`src/rtl/gpu_pipe_pkg.sv`:
```
// Shared types and default widths for the Filter-GPU vector pipeline stages.
package gpu_pipe_pkg;

  typedef struct packed {
    logic pc_src;
    logic reg_write;
    logic mem_to_reg;
    logic mem_write;
  } ctrl_t;

  localparam int N_DEF     = 18;
  localparam int LANES_DEF = 3;
  localparam int AW_DEF    = 10;
  localparam int RW_DEF    = 4;
  localparam int CW_DEF    = 16;

endpackage

```
`src/rtl/ex_mem_stage_buf_if.sv`:
```
// Execute-to-memory bundle bus: upstream valid/ready in, downstream valid/ready out.
interface ex_mem_stage_buf_if #(
  parameter int N     = 18,
  parameter int LANES = 3,
  parameter int AW    = 10,
  parameter int RW    = 4,
  parameter int CW    = 16
);
  logic                      in_valid;
  logic                      in_ready;
  logic [LANES-1:0][N-1:0]   alu_result;
  logic [AW-1:0]             mem_addr2;
  logic [AW-1:0]             mem_addr3;
  logic [LANES-1:0][N-1:0]   write_data;
  logic [RW-1:0]             wa3;
  logic                      pc_src;
  logic                      reg_write;
  logic                      mem_to_reg;
  logic                      mem_write;

  logic                      out_valid;
  logic                      out_ready;
  logic [LANES-1:0][N-1:0]   alu_result_o;
  logic [AW-1:0]             mem_addr2_o;
  logic [AW-1:0]             mem_addr3_o;
  logic [LANES-1:0][N-1:0]   write_data_o;
  logic [RW-1:0]             wa3_o;
  logic                      pc_src_o;
  logic                      reg_write_o;
  logic                      mem_to_reg_o;
  logic                      mem_write_o;
  logic [CW-1:0]             stall_count;

  modport master (
    output in_valid, alu_result, mem_addr2, mem_addr3, write_data, wa3,
           pc_src, reg_write, mem_to_reg, mem_write, out_ready,
    input  in_ready, out_valid, alu_result_o, mem_addr2_o, mem_addr3_o,
           write_data_o, wa3_o, pc_src_o, reg_write_o, mem_to_reg_o,
           mem_write_o, stall_count
  );

  modport slave (
    input  in_valid, alu_result, mem_addr2, mem_addr3, write_data, wa3,
           pc_src, reg_write, mem_to_reg, mem_write, out_ready,
    output in_ready, out_valid, alu_result_o, mem_addr2_o, mem_addr3_o,
           write_data_o, wa3_o, pc_src_o, reg_write_o, mem_to_reg_o,
           mem_write_o, stall_count
  );

endinterface

```
`src/rtl/stage_bundle_reg.sv`:
```
// One full execute-to-memory bundle held in a load-enabled register with synchronous clear.
module stage_bundle_reg
  import gpu_pipe_pkg::*;
#(
  parameter int N     = N_DEF,
  parameter int LANES = LANES_DEF,
  parameter int AW    = AW_DEF,
  parameter int RW    = RW_DEF
) (
  input  logic                    clk,
  input  logic                    clear_n,
  input  logic                    load,
  input  logic [LANES-1:0][N-1:0] alu_d,
  input  logic [LANES-1:0][N-1:0] wdata_d,
  input  logic [AW-1:0]           addr2_d,
  input  logic [AW-1:0]           addr3_d,
  input  logic [RW-1:0]           wa3_d,
  input  ctrl_t                   ctrl_d,
  output logic [LANES-1:0][N-1:0] alu_q,
  output logic [LANES-1:0][N-1:0] wdata_q,
  output logic [AW-1:0]           addr2_q,
  output logic [AW-1:0]           addr3_q,
  output logic [RW-1:0]           wa3_q,
  output ctrl_t                   ctrl_q
);

  always_ff @(posedge clk) begin
    if (!clear_n) begin
      alu_q   <= '0;
      wdata_q <= '0;
      addr2_q <= '0;
      addr3_q <= '0;
      wa3_q   <= '0;
      ctrl_q  <= '0;
    end else if (load) begin
      alu_q   <= alu_d;
      wdata_q <= wdata_d;
      addr2_q <= addr2_d;
      addr3_q <= addr3_d;
      wa3_q   <= wa3_d;
      ctrl_q  <= ctrl_d;
    end
  end

endmodule

```
`src/rtl/ex_mem_stage_buf.sv`:
```
// Execute-to-memory stage: 2-entry skid buffer with registered ready, flush and a
// saturating back-pressure counter.
module ex_mem_stage_buf
  import gpu_pipe_pkg::*;
#(
  parameter int N     = N_DEF,
  parameter int LANES = LANES_DEF,
  parameter int AW    = AW_DEF,
  parameter int RW    = RW_DEF,
  parameter int CW    = CW_DEF
) (
  input  logic             clk,
  input  logic             reset,
  input  logic             flush,
  ex_mem_stage_buf_if.slave bus
);

  typedef enum logic [1:0] {EMPTY, ONE, TWO} state_t;

  state_t        state;
  logic          out_valid_r;
  logic          in_ready_r;
  logic [CW-1:0] stall_r;

  logic accept, drain;
  logic load_main, load_skid, main_from_skid;

  ctrl_t                   in_ctrl, main_ctrl, skid_ctrl, main_ctrl_d;
  logic [LANES-1:0][N-1:0] main_alu, skid_alu, main_alu_d;
  logic [LANES-1:0][N-1:0] main_wd, skid_wd, main_wd_d;
  logic [AW-1:0]           main_a2, skid_a2, main_a2_d;
  logic [AW-1:0]           main_a3, skid_a3, main_a3_d;
  logic [RW-1:0]           main_wa3, skid_wa3, main_wa3_d;

  assign accept  = bus.in_valid & in_ready_r;
  assign drain   = out_valid_r & bus.out_ready;
  assign in_ctrl = '{pc_src: bus.pc_src, reg_write: bus.reg_write,
                     mem_to_reg: bus.mem_to_reg, mem_write: bus.mem_write};

  // Flush suppresses every load so nothing presented that cycle is captured.
  always_comb begin
    load_main      = 1'b0;
    load_skid      = 1'b0;
    main_from_skid = 1'b0;
    if (!flush) begin
      case (state)
        EMPTY: load_main = accept;
        ONE: begin
          load_main = accept & drain;
          load_skid = accept & ~drain;
        end
        TWO: begin
          load_main      = drain;
          main_from_skid = drain;
        end
        default: ;
      endcase
    end
  end

  assign main_alu_d  = main_from_skid ? skid_alu  : bus.alu_result;
  assign main_wd_d   = main_from_skid ? skid_wd   : bus.write_data;
  assign main_a2_d   = main_from_skid ? skid_a2   : bus.mem_addr2;
  assign main_a3_d   = main_from_skid ? skid_a3   : bus.mem_addr3;
  assign main_wa3_d  = main_from_skid ? skid_wa3  : bus.wa3;
  assign main_ctrl_d = main_from_skid ? skid_ctrl : in_ctrl;

  stage_bundle_reg #(.N(N), .LANES(LANES), .AW(AW), .RW(RW)) u_main (
    .clk     (clk),
    .clear_n (reset),
    .load    (load_main),
    .alu_d   (main_alu_d),
    .wdata_d (main_wd_d),
    .addr2_d (main_a2_d),
    .addr3_d (main_a3_d),
    .wa3_d   (main_wa3_d),
    .ctrl_d  (main_ctrl_d),
    .alu_q   (main_alu),
    .wdata_q (main_wd),
    .addr2_q (main_a2),
    .addr3_q (main_a3),
    .wa3_q   (main_wa3),
    .ctrl_q  (main_ctrl)
  );

  stage_bundle_reg #(.N(N), .LANES(LANES), .AW(AW), .RW(RW)) u_skid (
    .clk     (clk),
    .clear_n (reset),
    .load    (load_skid),
    .alu_d   (bus.alu_result),
    .wdata_d (bus.write_data),
    .addr2_d (bus.mem_addr2),
    .addr3_d (bus.mem_addr3),
    .wa3_d   (bus.wa3),
    .ctrl_d  (in_ctrl),
    .alu_q   (skid_alu),
    .wdata_q (skid_wd),
    .addr2_q (skid_a2),
    .addr3_q (skid_a3),
    .wa3_q   (skid_wa3),
    .ctrl_q  (skid_ctrl)
  );

  // Occupancy FSM; the stall counter samples the pre-flush out_valid.
  always_ff @(posedge clk) begin
    if (!reset) begin
      state       <= EMPTY;
      out_valid_r <= 1'b0;
      in_ready_r  <= 1'b1;
      stall_r     <= '0;
    end else begin
      if (out_valid_r && !bus.out_ready && (stall_r != {CW{1'b1}}))
        stall_r <= stall_r + 1'b1;
      if (flush) begin
        state       <= EMPTY;
        out_valid_r <= 1'b0;
        in_ready_r  <= 1'b1;
      end else begin
        case (state)
          EMPTY: if (accept) begin
            state       <= ONE;
            out_valid_r <= 1'b1;
            in_ready_r  <= 1'b1;
          end
          ONE: begin
            if (accept && !drain) begin
              state       <= TWO;
              out_valid_r <= 1'b1;
              in_ready_r  <= 1'b0;
            end else if (!accept && drain) begin
              state       <= EMPTY;
              out_valid_r <= 1'b0;
              in_ready_r  <= 1'b1;
            end
          end
          TWO: if (drain) begin
            state       <= ONE;
            out_valid_r <= 1'b1;
            in_ready_r  <= 1'b1;
          end
          default: begin
            state       <= EMPTY;
            out_valid_r <= 1'b0;
            in_ready_r  <= 1'b1;
          end
        endcase
      end
    end
  end

  assign bus.in_ready     = in_ready_r;
  assign bus.out_valid    = out_valid_r;
  assign bus.stall_count  = stall_r;
  assign bus.alu_result_o = main_alu;
  assign bus.write_data_o = main_wd;
  assign bus.mem_addr2_o  = main_a2;
  assign bus.mem_addr3_o  = main_a3;
  assign bus.wa3_o        = main_wa3;
  assign bus.pc_src_o     = out_valid_r & main_ctrl.pc_src;
  assign bus.reg_write_o  = out_valid_r & main_ctrl.reg_write;
  assign bus.mem_to_reg_o = out_valid_r & main_ctrl.mem_to_reg;
  assign bus.mem_write_o  = out_valid_r & main_ctrl.mem_write;

endmodule

```
`src/flat_wrapper.sv`:
```
// flat-port wrapper written by rule: the top's interface ports become plain ports
module ex_mem_stage_buf_flat import gpu_pipe_pkg::*;
#(
  parameter int N     = N_DEF,
  parameter int LANES = LANES_DEF,
  parameter int AW    = AW_DEF,
  parameter int RW    = RW_DEF,
  parameter int CW    = CW_DEF
)
  (clk, reset, flush, bus_in_valid, bus_alu_result, bus_mem_addr2, bus_mem_addr3, bus_write_data, bus_wa3, bus_pc_src, bus_reg_write, bus_mem_to_reg, bus_mem_write, bus_out_ready, bus_in_ready, bus_out_valid, bus_alu_result_o, bus_mem_addr2_o, bus_mem_addr3_o, bus_write_data_o, bus_wa3_o, bus_pc_src_o, bus_reg_write_o, bus_mem_to_reg_o, bus_mem_write_o, bus_stall_count);
  ex_mem_stage_buf_if #(.N(N), .LANES(LANES), .AW(AW), .RW(RW), .CW(CW)) bus_i ();
  input  logic clk;
  input  logic reset;
  input  logic flush;
  input wire logic [$bits(bus_i.in_valid)-1:0] bus_in_valid;
  input wire logic [$bits(bus_i.alu_result)-1:0] bus_alu_result;
  input wire logic [$bits(bus_i.mem_addr2)-1:0] bus_mem_addr2;
  input wire logic [$bits(bus_i.mem_addr3)-1:0] bus_mem_addr3;
  input wire logic [$bits(bus_i.write_data)-1:0] bus_write_data;
  input wire logic [$bits(bus_i.wa3)-1:0] bus_wa3;
  input wire logic [$bits(bus_i.pc_src)-1:0] bus_pc_src;
  input wire logic [$bits(bus_i.reg_write)-1:0] bus_reg_write;
  input wire logic [$bits(bus_i.mem_to_reg)-1:0] bus_mem_to_reg;
  input wire logic [$bits(bus_i.mem_write)-1:0] bus_mem_write;
  input wire logic [$bits(bus_i.out_ready)-1:0] bus_out_ready;
  output wire logic [$bits(bus_i.in_ready)-1:0] bus_in_ready;
  output wire logic [$bits(bus_i.out_valid)-1:0] bus_out_valid;
  output wire logic [$bits(bus_i.alu_result_o)-1:0] bus_alu_result_o;
  output wire logic [$bits(bus_i.mem_addr2_o)-1:0] bus_mem_addr2_o;
  output wire logic [$bits(bus_i.mem_addr3_o)-1:0] bus_mem_addr3_o;
  output wire logic [$bits(bus_i.write_data_o)-1:0] bus_write_data_o;
  output wire logic [$bits(bus_i.wa3_o)-1:0] bus_wa3_o;
  output wire logic [$bits(bus_i.pc_src_o)-1:0] bus_pc_src_o;
  output wire logic [$bits(bus_i.reg_write_o)-1:0] bus_reg_write_o;
  output wire logic [$bits(bus_i.mem_to_reg_o)-1:0] bus_mem_to_reg_o;
  output wire logic [$bits(bus_i.mem_write_o)-1:0] bus_mem_write_o;
  output wire logic [$bits(bus_i.stall_count)-1:0] bus_stall_count;
  assign bus_i.in_valid = bus_in_valid;
  assign bus_i.alu_result = bus_alu_result;
  assign bus_i.mem_addr2 = bus_mem_addr2;
  assign bus_i.mem_addr3 = bus_mem_addr3;
  assign bus_i.write_data = bus_write_data;
  assign bus_i.wa3 = bus_wa3;
  assign bus_i.pc_src = bus_pc_src;
  assign bus_i.reg_write = bus_reg_write;
  assign bus_i.mem_to_reg = bus_mem_to_reg;
  assign bus_i.mem_write = bus_mem_write;
  assign bus_i.out_ready = bus_out_ready;
  assign bus_in_ready = bus_i.in_ready;
  assign bus_out_valid = bus_i.out_valid;
  assign bus_alu_result_o = bus_i.alu_result_o;
  assign bus_mem_addr2_o = bus_i.mem_addr2_o;
  assign bus_mem_addr3_o = bus_i.mem_addr3_o;
  assign bus_write_data_o = bus_i.write_data_o;
  assign bus_wa3_o = bus_i.wa3_o;
  assign bus_pc_src_o = bus_i.pc_src_o;
  assign bus_reg_write_o = bus_i.reg_write_o;
  assign bus_mem_to_reg_o = bus_i.mem_to_reg_o;
  assign bus_mem_write_o = bus_i.mem_write_o;
  assign bus_stall_count = bus_i.stall_count;
  ex_mem_stage_buf #(.N(N), .LANES(LANES), .AW(AW), .RW(RW), .CW(CW)) u_core (.clk(clk), .reset(reset), .flush(flush), .bus(bus_i));
endmodule
```
`config.mk`:
```
export PLATFORM = sky130hd
export DESIGN_NAME = ex_mem_stage_buf_flat
export DESIGN_NICKNAME = d
export VERILOG_FILES = /design/src/rtl/gpu_pipe_pkg.sv /design/src/rtl/ex_mem_stage_buf_if.sv /design/src/rtl/stage_bundle_reg.sv /design/src/rtl/ex_mem_stage_buf.sv /design/src/flat_wrapper.sv
export SDC_FILE = /design/constraint.sdc
export NUM_CORES = 1
export LEC_CHECK = 0
export BUFFER_PORTS_ARGS = -buffer_cell sky130_fd_sc_hd__buf_2
export CAP_MARGIN = 20
export CORE_MARGIN = 3
export CORE_UTILIZATION = 45
export CTS_CLUSTER_SIZE = 12
export DETAILED_ROUTE_END_ITERATION = 8
export PLACE_DENSITY = 0.66
export SLEW_MARGIN = 20
export SYNTH_ARGS = -nofsm -noshare
export SYNTH_HDL_FRONTEND = slang
export SYNTH_HIERARCHICAL = 1
export SYNTH_SLANG_ARGS = --single-unit
```
`constraint.sdc`:
```
create_clock -name clk -period 5.31 [get_ports clk]
set_clock_uncertainty 0.1 [all_clocks]
set_input_delay 0.7965 -clock clk [delete_from_list [all_inputs] [get_ports clk]]
set_output_delay 0.7965 -clock clk [all_outputs]
set_load 0.005 [all_outputs]
```
==> results.yml, run 1 <==
route:
  ant_nets: 0
  wl_per_cell_um: 15.9
  drt_iter0_markers: 387
  drt-total-wl_mm: 29.3
  avgViaCountPerCell: 4.91
  drc_errors: 0
  num_vias: 9006
  drt_pass1_iterations: 4
worst_setup_path:
  worstPathRequired_ns: 5.60
  crit_fanout: 73
  cp.arrival_ns: 2.94
  crit_path_start_kind: "register"
  crit_type: "reg -> reg"
  endpoint_kind: "register"
synthesis:
  async_flop_share_pct: 0
  synth_top_area_share_pct: 44.8
  ys_warn_count: 6
  synth_most_common_cell: "dfxtp_1"
  synth-edff-count: 0
  synthesis.nets: 1314
  yosys.cell_types.count: 43
  synthCells: 1170
  ys_seq_area_share_pct: 44.8
  synth_area_um2: 13100
  ys_ff_latch: 292
  yosysTopAreaCell: "dfxtp_1"
  yosys-top-cells-count: "292 x dfxtp_1, 276 x mux2i_1, 273 x nor2b_1"
  yosys_most_used_dff: "dfxtp_1"
  syn_avg_cell_area_um2: 11.2
  ys_top_cells_by_area: "dfxtp_1 45%, mux2i_1 21%, nor2b_1 13%"
clock_tree:
  cts_buffers: 34
  worst_skew_pair.late_latency_ns: 0.50
  ctsLongestPathBuffers: 3
  cts_setup_buffers: 0
  cts.clk_slew.worst_paths_ns: 0.06
  cts_resized: 0
  cts-root-buf: "clkbuf_16"
  clkSinkCount: 292
  ctsHoldBuffers: 0
  cts_tree: "built"
  htreeDepth: 2
sta:
  setup_viol: 0
  slew_headroom_pct: 29.1
  rsz0062_at_grt: "no"
  fmax_mhz: 377
  hold_violations: 0
  period_share_pct: 50.0
  setup_tns_ns: 0
  tightestPinTransition_ns: 1.06
  slew_violations: 0
  min_period_ns: 2.65
grt:
  grt_util_all_layers_pct: 18.1
  grt_pass1_vias: 8965
  grt_max_degree: 162
  grt-ovfl-total: 0
  antenna_found_initial: 5
  grt_pass1_wl_mm: 46.9
floorplan:
  io_pins: 295
  rows: 61
  die_area_um2: 31100
  die_y_um: 176
  core_um2: 28200
  chipWidth_um: 176
  start_util_pct: 46.3
outcome:
  status: "finished clean"
layout:
  fin_nets: 1575
  area_delta_synth_final_pct: 21.1
  utilization_pct: 56.1
  fin_cells: 1834
  final_layout_size_suffix_gt1_share_pct: 34.0
placement:
  gp_congestion: 0.791
  place_inst: 1773
  hpwl_mm: 18.5
  portBuffers: 294
job:
  drv_cap: 0
power_and_ir_drop:
  ir_drop_v: 0.000195
  power_density_nw_per_um2: 328
  p_leak_nw: 6.03
min_path:
  hp-class: "reg -> reg"
==> cell type report <==
type                       instances  area, um2
antenna                            2       5.00
clock buffer                      52       1050
clock inverter                     7        138
fill                            2521      12400
inverter                           3       11.3
multi-input combinational        798       6690
sequential                       292       5850
tap                              378        473
timing repair buffer             302       1590
==> flip-flops by register name, summed over array words and instances (netlist names), 2 cells and up <==
name	cells
u_core/bus.stall_count	16
u_core/state	2
u_core/u_main/addr2_q	10
u_core/u_main/addr3_q	10
u_core/u_main/alu_q	54
u_core/u_main/ctrl_q	4
u_core/u_main/wa3_q	4
u_core/u_main/wdata_q	54
u_core/u_skid/addr2_q	10
u_core/u_skid/addr3_q	10
u_core/u_skid/alu_q	54
u_core/u_skid/ctrl_q	4
u_core/u_skid/wa3_q	4
u_core/u_skid/wdata_q	54
==> worst paths after layout <==
path	start	end	slack [ns]	depth (start not counted)
max reg2reg	u_core/bus.out_valid$_SDFFE_PP0P_	u_core/u_main/wdata_q[44]$_SDFFE_PN0P_	2.66	6
max	u_core/bus.out_valid$_SDFFE_PP0P_	u_core/u_main/wdata_q[44]$_SDFFE_PN0P_	2.66	6
min	u_core/u_main/alu_q[6]$_SDFFE_PN0P_	u_core/u_main/alu_q[6]$_SDFFE_PN0P_	0.41	2
min reg2reg	u_core/u_main/alu_q[6]$_SDFFE_PN0P_	u_core/u_main/alu_q[6]$_SDFFE_PN0P_	0.41	2
==> worst max-delay path: stages, from the launching register on <==
cell and delay, ns:
dfxtp_1 0.52, nand2_1 0.19, nor3_2 0.21, buf_4 0.77, mux2_2 0.42, mux2i_1 0.15
nor2b_1 0.06
==> layout by cell type (no fill, tap or decap), types with 5 or more instances in the layout <==
cell type,Yosys,routed
a21oi_1,11,11
and2_1,6,6
buf_2,13,293
clkbuf_1,27,8
clkbuf_16,0,37
clkbuf_8,0,7
dfxtp_1,292,292
mux2_2,137,137
mux2i_1,276,276
nand2_1,15,15
nand2b_1,6,6
nand3_1,5,5
nand4_1,5,5
nor2_1,15,13
nor2b_1,273,273
o21ai_0,6,6
==> report_power, final <==
part / leakage, nW / switching, mW / internal (mW)
logic: 3.08 / 0.200 / 0.239
registers: 2.37 / 0.0371 / 2.26
clock network: 0.580 / 0.896 / 1.56
==> metrics by stage <==
| step | hold WS, ns | power [mW] | cell area [um2] | setup slack, ns |
|---|---|---|---|---|
| 2_1_floorplan | 0.374 | 2.63 | 13100 | 3.03 |
| 3_3_place_gp | 0.389 | 2.78 | 14600 | 2.36 |
| 3_5_place_dp | 0.395 | 2.79 | 14600 | 2.31 |
| 4_1_cts | 0.410 | 5.26 | 15800 | 2.67 |
| 5_1_grt | 0.424 | 5.40 | 15800 | 2.44 |
| 6_report | 0.408 | 5.19 | 15800 | 2.66 |
==> metal layers <==
layer | vias up | track usage (%) | wire length [um]
li1 | 4545 | - | -
met1 | 4165 | 22.7 | 12900
met2 | 236 | 29.7 | 13300
met3 | 52 | 6.30 | 2360
met4 | 8 | 4.82 | 633
met5 | - | 0 | 42
==> cell families after synthesis <==
logic type                 synth area share (%)
buffers and inverters                      4.08
DFF                                        44.8
and+or+nand+nor                            16.2
muxes                                      33.0
adders and majority gates                 0.288
AOI/OAI and AO/OA                          1.67
Note: power is estimated with default switching activity, not from simulation.
==> run 2, diff against run 1 <==
ABC_AREA = 1   (was not set)
clock period = 2.8 ns   (was 5.31 ns; I/O delays follow)
==> run 2 against run 1 <==
Compared with the run above:
- combinational power rose to 2.9 times the previous value
- clock power increased by 87%
- non-clock buffer count rose by 16
- wire length rose by 14%
- sequential share of layout area decreased by 2.5 points
- sequential cell count unchanged
- first-iteration DRC count increased by 67%
- synthesized cell count is 77% higher
- global-route usage grew 1.4 points
- power rose by 100%
- maximum frequency increased by 15%
- setup slack lost 2.2 ns
- critical endpoint is now u_core/u_main/wdata_q[40]$_SDFFE_PN0P_
- largest cell class unchanged
- largest power group unchanged
- highest routed layer unchanged
==> results.yml, run 2 <==
grt:
  grt_util_all_layers_pct: 19.5
  grt_max_degree: 115
  gr-usage-met2_pct: 33.6
  grt_pass1_wl_mm: 55.0
  grt-ovfl-total: 0
  grt.met3_usage_pct: 4.56
  antenna_found_initial: 5
  grt_util_met1_pct: 24.4
  grt_busiest_layer: "met2"
  grt_pass1_vias: 11500
clock_tree:
  cts_setup_buffers: 0
  cts.clk_slew.worst_paths_ns: 0.06
  cts_resized: 0
  cts-root-buf: "clkbuf_16"
  worst_skew_pair.late_latency_ns: 0.51
  ctsHoldBuffers: 0
  ctsLongestPathBuffers: 3
  htreeDepth: 2
  cts_tree: "built"
  clkSinkCount: 292
  cts_buffers: 35
outcome:
  status: "finished clean"
route:
  wl_per_cell_um: 12.1
  drc_errors: 0
  avgViaCountPerCell: 4.53
  drt_iter0_markers: 648
  ant_nets: 0
  drt_pass1_iterations: 5
  num_vias: 12400
  drt-total-wl_mm: 33.2
worst_setup_path:
  reg2reg_slack_ns: 0.49
  endpoint_kind: "register"
  cp.arrival_ns: 2.61
  crit_path_start_kind: "register"
  crit_type: "reg -> reg"
  worstPathRequired_ns: 3.10
  crit_fanout: 33
synthesis:
  ys_seq_area_share_pct: 41.7
  yosysTopAreaCell: "dfxtp_1"
  synth_top_area_share_pct: 41.7
  synth_area_um2: 14000
  synth-edff-count: 0
  syn_avg_cell_area_um2: 6.76
  yosys.cell_types.count: 24
  yosys_most_used_dff: "dfxtp_1"
  yosys-top-cells-count: "594 x nand2_1, 583 x nor2_1, 302 x inv_1"
  async_flop_share_pct: 0
  synthesis.nets: 2215
  synthCells: 2071
  synth_most_common_cell: "nand2_1"
  ys_warn_count: 6
  ys_ff_latch: 292
  ys_top_cells_by_area: "dfxtp_1 42%, nand2_1 16%, nor2_1 16%"
power_and_ir_drop:
  p_int_mw: 7.82
  switching_share_pct: 24.6
  p_switching_mw: 2.55
  power_density_nw_per_um2: 612
  p_leak_nw: 9.10
  p_seq_share_pct: 43.7
  power_frac_comb_pct: 12.2
  ir_drop_v: 0.000437
  p_clk_share_pct: 44.1
floorplan:
  chipWidth_um: 182
  die_area_um2: 33300
  io_pins: 295
  rows: 63
  die_y_um: 182
  start_util_pct: 46.4
  core_um2: 30200
sta:
  setup_slack_ns: 0.486
  fmax_mhz: 432
  hold_violations: 0
  period_share_pct: 82.6
  slew_violations: 0
  setup_viol: 0
  setup_tns_ns: 0
  slew_headroom_pct: 60.9
  min_period_ns: 2.31
  rsz0062_at_grt: "no"
  tightestPinTransition_ns: 0.586
placement:
  hpwl_mm: 22.5
  portBuffers: 294
  placed_cell_area_um2: 15700
  gp_congestion: 0.878
  pre_cts_slack_ns: 0.279
layout:
  layout_commonest_cell: "nand2_1"
  fin_nets: 2461
  seq_area_um2: 5850
  final_layout_size_suffix_gt1_share_pct: 22.0
  fin_area_um2: 16900
  nFillCells: 2963
  final_cell_mix: "594 x nand2_1, 582 x nor2_1, 301 x inv_1"
  multi_input_area_um2: 6430
  area_delta_synth_final_pct: 21.0
min_path:
  hp-class: "in -> reg"
job:
  drv_cap: 0
run 2: cell count changes after synthesis, moves of 41 or more:
| cell | change |
|---|---|
| nor2b_1 | -273 |
| mux2_2 | -41 |
| mux2i_1 | -276 |
| inv_1 | +299 |
| nand2_1 | +579 |
| buf_2 | +47 |
| nor2_1 | +568 |
run 2: per-stage QoR:
stage / cells / power [mW] / util (%) / hold slack, ns
after global routing: 2735 / 10.9 / 56.1 / 0.105
final: 2737 / 10.4 / 56.1 / 0.112
after floorplan: 2071 / 5.41 / - / 0.345
after global placement: 2670 / 5.86 / 52.1 / 0.352
after CTS: 2733 / 10.5 / 56.1 / 0.0821
after detailed placement: 2670 / 5.90 / 52.1 / 0.359
run 2: final timing paths:
kind | start | endpoint | depth (start not counted)
setup / recovery | u_core/bus.in_ready$_SDFFE_PP1P_ | u_core/u_main/wdata_q[40]$_SDFFE_PN0P_ | 12
setup reg to reg | u_core/bus.in_ready$_SDFFE_PP1P_ | u_core/u_main/wdata_q[40]$_SDFFE_PN0P_ | 12
hold reg to reg | u_core/u_main/alu_q[13]$_SDFFE_PN0P_ | u_core/u_main/alu_q[13]$_SDFFE_PN0P_ | 2
hold / removal | bus_alu_result[21] | u_core/u_skid/alu_q[21]$_SDFFE_PN0P_ | 5
run 2: area by class of cell:
cell class / count / area share (%)
antenna: 4 / 0.0591
sequential: 292 / 34.5
timing repair buffer: 318 / 10.8
clock buffer: 53 / 6.34
tap: 390 / 2.88
inverter: 303 / 6.76
clock inverter: 10 / 0.679
multi-input combinational: 1367 / 37.9
run 2: kinds of logic (layout without fill, tap and decap cells):
| family | count (synthesis) | in the layout | synth area share [%] |
|---|---|---|---|
| simple gates | 1208 | 1208 | 32.7 |
| other cells | 0 | 4 | 0 |
| compound gates | 20 | 20 | 0.777 |
| fa+ha+maj | 3 | 3 | 0.268 |
| buf+inv | 412 | 684 | 12.5 |
| flops | 292 | 292 | 41.7 |
| mux | 136 | 136 | 12.0 |
run 2: critical path, cell delays in order, from the launching register on:
cell     delay (ns)
dfxtp_1        0.36
nand2_1        0.08
inv_1          0.08
ha_1           0.23
nand3_1        0.11
nand3_1        0.19
o22ai_1        0.16
nand2_1        0.15
inv_8          0.24
buf_4          0.30
nand2_1        0.09
nand2_1        0.06
nor2_1         0.04
run 2: power by group through the flow:
stage	logic, mW	registers, mW	clock network, mW
after floorplan	0.793	4.62	0
after global placement	1.25	4.61	0
after detailed placement	1.28	4.62	0
after CTS	1.28	4.53	4.72
after global routing	1.45	4.56	4.89
final	1.26	4.53	4.57
run 2: metal layers:
layer	wire [um]	up-vias
met1	14800	5498
met4	772	6
li1	-	6558
met5	41	-
met3	2200	55
met2	15400	280
==> run 3, diff against run 2 <==
clock period = 2.3 ns   (was 2.8 ns; I/O delays follow)
==> run 3 against run 2 <==
Compared with the run above:
- sequential power is 22% higher
- first-iteration DRC count rose by 4.0%
- wire length increased by 2.0%
- via count is 1.1% higher
- die area unchanged
- critical path depth stayed put
- register-to-register slack worse by 0.30 ns
- final cell count rose by 0.18%
- combinational power is 25% higher
- non-clock buffer count up 13
- largest cell class unchanged
- largest power group is now sequential cells
==> results.yml, run 3 (synthesis gave the netlist of run 2 again) <==
grt:
  grt_max_degree: 106
  grt-ovfl-total: 0
  grt_pass1_wl_mm: 55.7
  grt_pass1_vias: 11700
  grt_util_all_layers_pct: 19.7
  antenna_found_initial: 6
clock_tree:
  worst_skew_pair.late_latency_ns: 0.50
  htreeDepth: 2
  ctsLongestPathBuffers: 3
  cts_buffers: 34
  cts_tree: "built"
  cts-root-buf: "clkbuf_16"
  clkSinkCount: 292
  ctsHoldBuffers: 0
  cts.clk_slew.worst_paths_ns: 0.06
sta:
  min_period_ns: 2.11
  fmax_mhz: 473
  tightestPinTransition_ns: 0.545
  whs_ns: 0.0489
  slew_headroom_pct: 63.7
  rsz0062_at_grt: "no"
  period_share_pct: 91.9
  setup_viol: 0
  setup_tns_ns: 0
  hold_violations: 0
  slew_violations: 0
layout:
  final_cell_mix: "594 x nand2_1, 582 x nor2_1, 301 x inv_1"
  fin_area_um2: 17000
  nFillCells: 2955
  layout_commonest_cell: "nand2_1"
  fin_nets: 2473
  area_delta_synth_final_pct: 21.5
  final_layout_size_suffix_gt1_share_pct: 22.3
placement:
  portBuffers: 294
  placed_cell_area_um2: 15900
  gp_congestion: 0.869
  hpwl_mm: 23.4
route:
  avgViaCountPerCell: 4.57
  drt-total-wl_mm: 33.9
  drt_pass1_iterations: 5
  drc_errors: 0
  drt_iter0_markers: 674
  num_vias: 12500
  ant_nets: 0
  wl_per_cell_um: 12.4
worst_setup_path:
  path_cells: "nand2_1, inv_1, ha_1, nand3_1, nand3_1, o22ai_1, nand2_1, clkinv_8, buf_12, nand2_1, nand2_1, nor2_1"
  cp.depth: 12
  cpMostUsedCell: "nand2_1"
  crit_path_start_kind: "register"
  r2r_cells: 12
  cpMaxStageDelayCell: "dfxtp_1"
  worstPathRequired_ns: 2.59
  crit_fanout: 37
  endpoint_kind: "register"
  max_stage_delay_ns: 0.32
  crit_type: "reg -> reg"
  cpLargestDelayFamily: "simple AND/OR/NAND/NOR gates"
  critPathBufInv: 3
  cp.arrival_ns: 2.41
power_and_ir_drop:
  p_seq_share_pct: 44.6
  p_total_mw: 12.4
  p_int_mw: 9.28
  p_clk_share_pct: 42.6
  switching_share_pct: 25.0
  power_density_nw_per_um2: 727
  p_leak_nw: 9.15
  power_frac_comb_pct: 12.8
  p_switching_mw: 3.09
  ir_drop_v: 0.000571
min_path:
  hp-class: "in -> reg"
  worstHoldPathCells: 5
floorplan:
  start_util_pct: 46.4
  die_y_um: 182
  die_area_um2: 33300
  chipWidth_um: 182
  rows: 63
  core_um2: 30200
  io_pins: 295
job:
  drv_cap: 0
outcome:
  status: "finished clean"
[run 3: power by group through the flow]
| stage | clock network, mW | registers (mW) | logic [mW] |
|---|---|---|---|
| finish | 5.27 | 5.52 | 1.58 |
| global route | 5.61 | 5.55 | 1.81 |
| CTS | 5.41 | 5.52 | 1.60 |
| detailed placement | 0 | 5.63 | 1.59 |
| global placement | 0 | 5.63 | 1.55 |
| floorplan | 0 | 5.62 | 0.965 |
[run 3: worst min-delay path, cell delays in order]
cell,delay (ns)
buf_2,0.10
inv_1,0.04
nand2_1,0.04
nand2_1,0.05
nor2_1,0.03
[run 3: path summary, 6_finish.rpt]
check                                                          from                                     to  slack, ns
worst max-delay path               u_core/bus.in_ready$_SDFFE_PP1P_  u_core/u_main/wdata_q[1]$_SDFFE_PN0P_       0.19
worst min-delay path                              bus_write_data[8]  u_core/u_skid/wdata_q[8]$_SDFFE_PN0P_       0.05
worst max register to register     u_core/bus.in_ready$_SDFFE_PP1P_  u_core/u_main/wdata_q[1]$_SDFFE_PN0P_       0.19
worst min register to register  u_core/u_main/alu_q[2]$_SDFFE_PN0P_    u_core/u_main/alu_q[2]$_SDFFE_PN0P_       0.36
[run 3: final cells by class]
| type | instances | area [um2] | share of cell area [%] |
|---|---|---|---|
| tap | 390 | 488 | 2.87 |
| timing repair buffer | 331 | 2010 | 11.8 |
| inverter | 303 | 1150 | 6.76 |
| antenna | 1 | 2.50 | 0.0147 |
| clock buffer | 47 | 981 | 5.76 |
| multi-input combinational | 1367 | 6430 | 37.8 |
| sequential | 292 | 5850 | 34.4 |
| clock inverter | 11 | 109 | 0.640 |
[run 3: layer usage]
metal / vias up / GRT usage [%] / wire length, um / part of all wire (%)
met3: 68 / 5.18 / 2360 / 7.0
met4: 10 / 5.51 / 820 / 2.4
met5: - / 0 / 69 / 0.20
li1: 6573 / - / - / -
met2: 297 / 33.8 / 15800 / 47
met1: 5589 / 24.6 / 14900 / 44
[run 3: stage by stage]
step	std cells	util (%)	worst slack, ns
finish	2742	56.4	0.186
global route	2741	56.4	0.0219
CTS	2741	56.3	0.136
detailed placement	2683	52.7	0.0311
global placement	2683	52.7	0.103
floorplan	2071	-	0.267
[run 3: timing repair]
| action | 4_1_cts | 5_1_grt |
|---|---|---|
| hold endpoints to repair | 0 | 0 |
| resized for setup | 0 | 2 |
| endpoints found under the setup margin | 0 | 7 |
| buffers inserted | 0 | 0 |
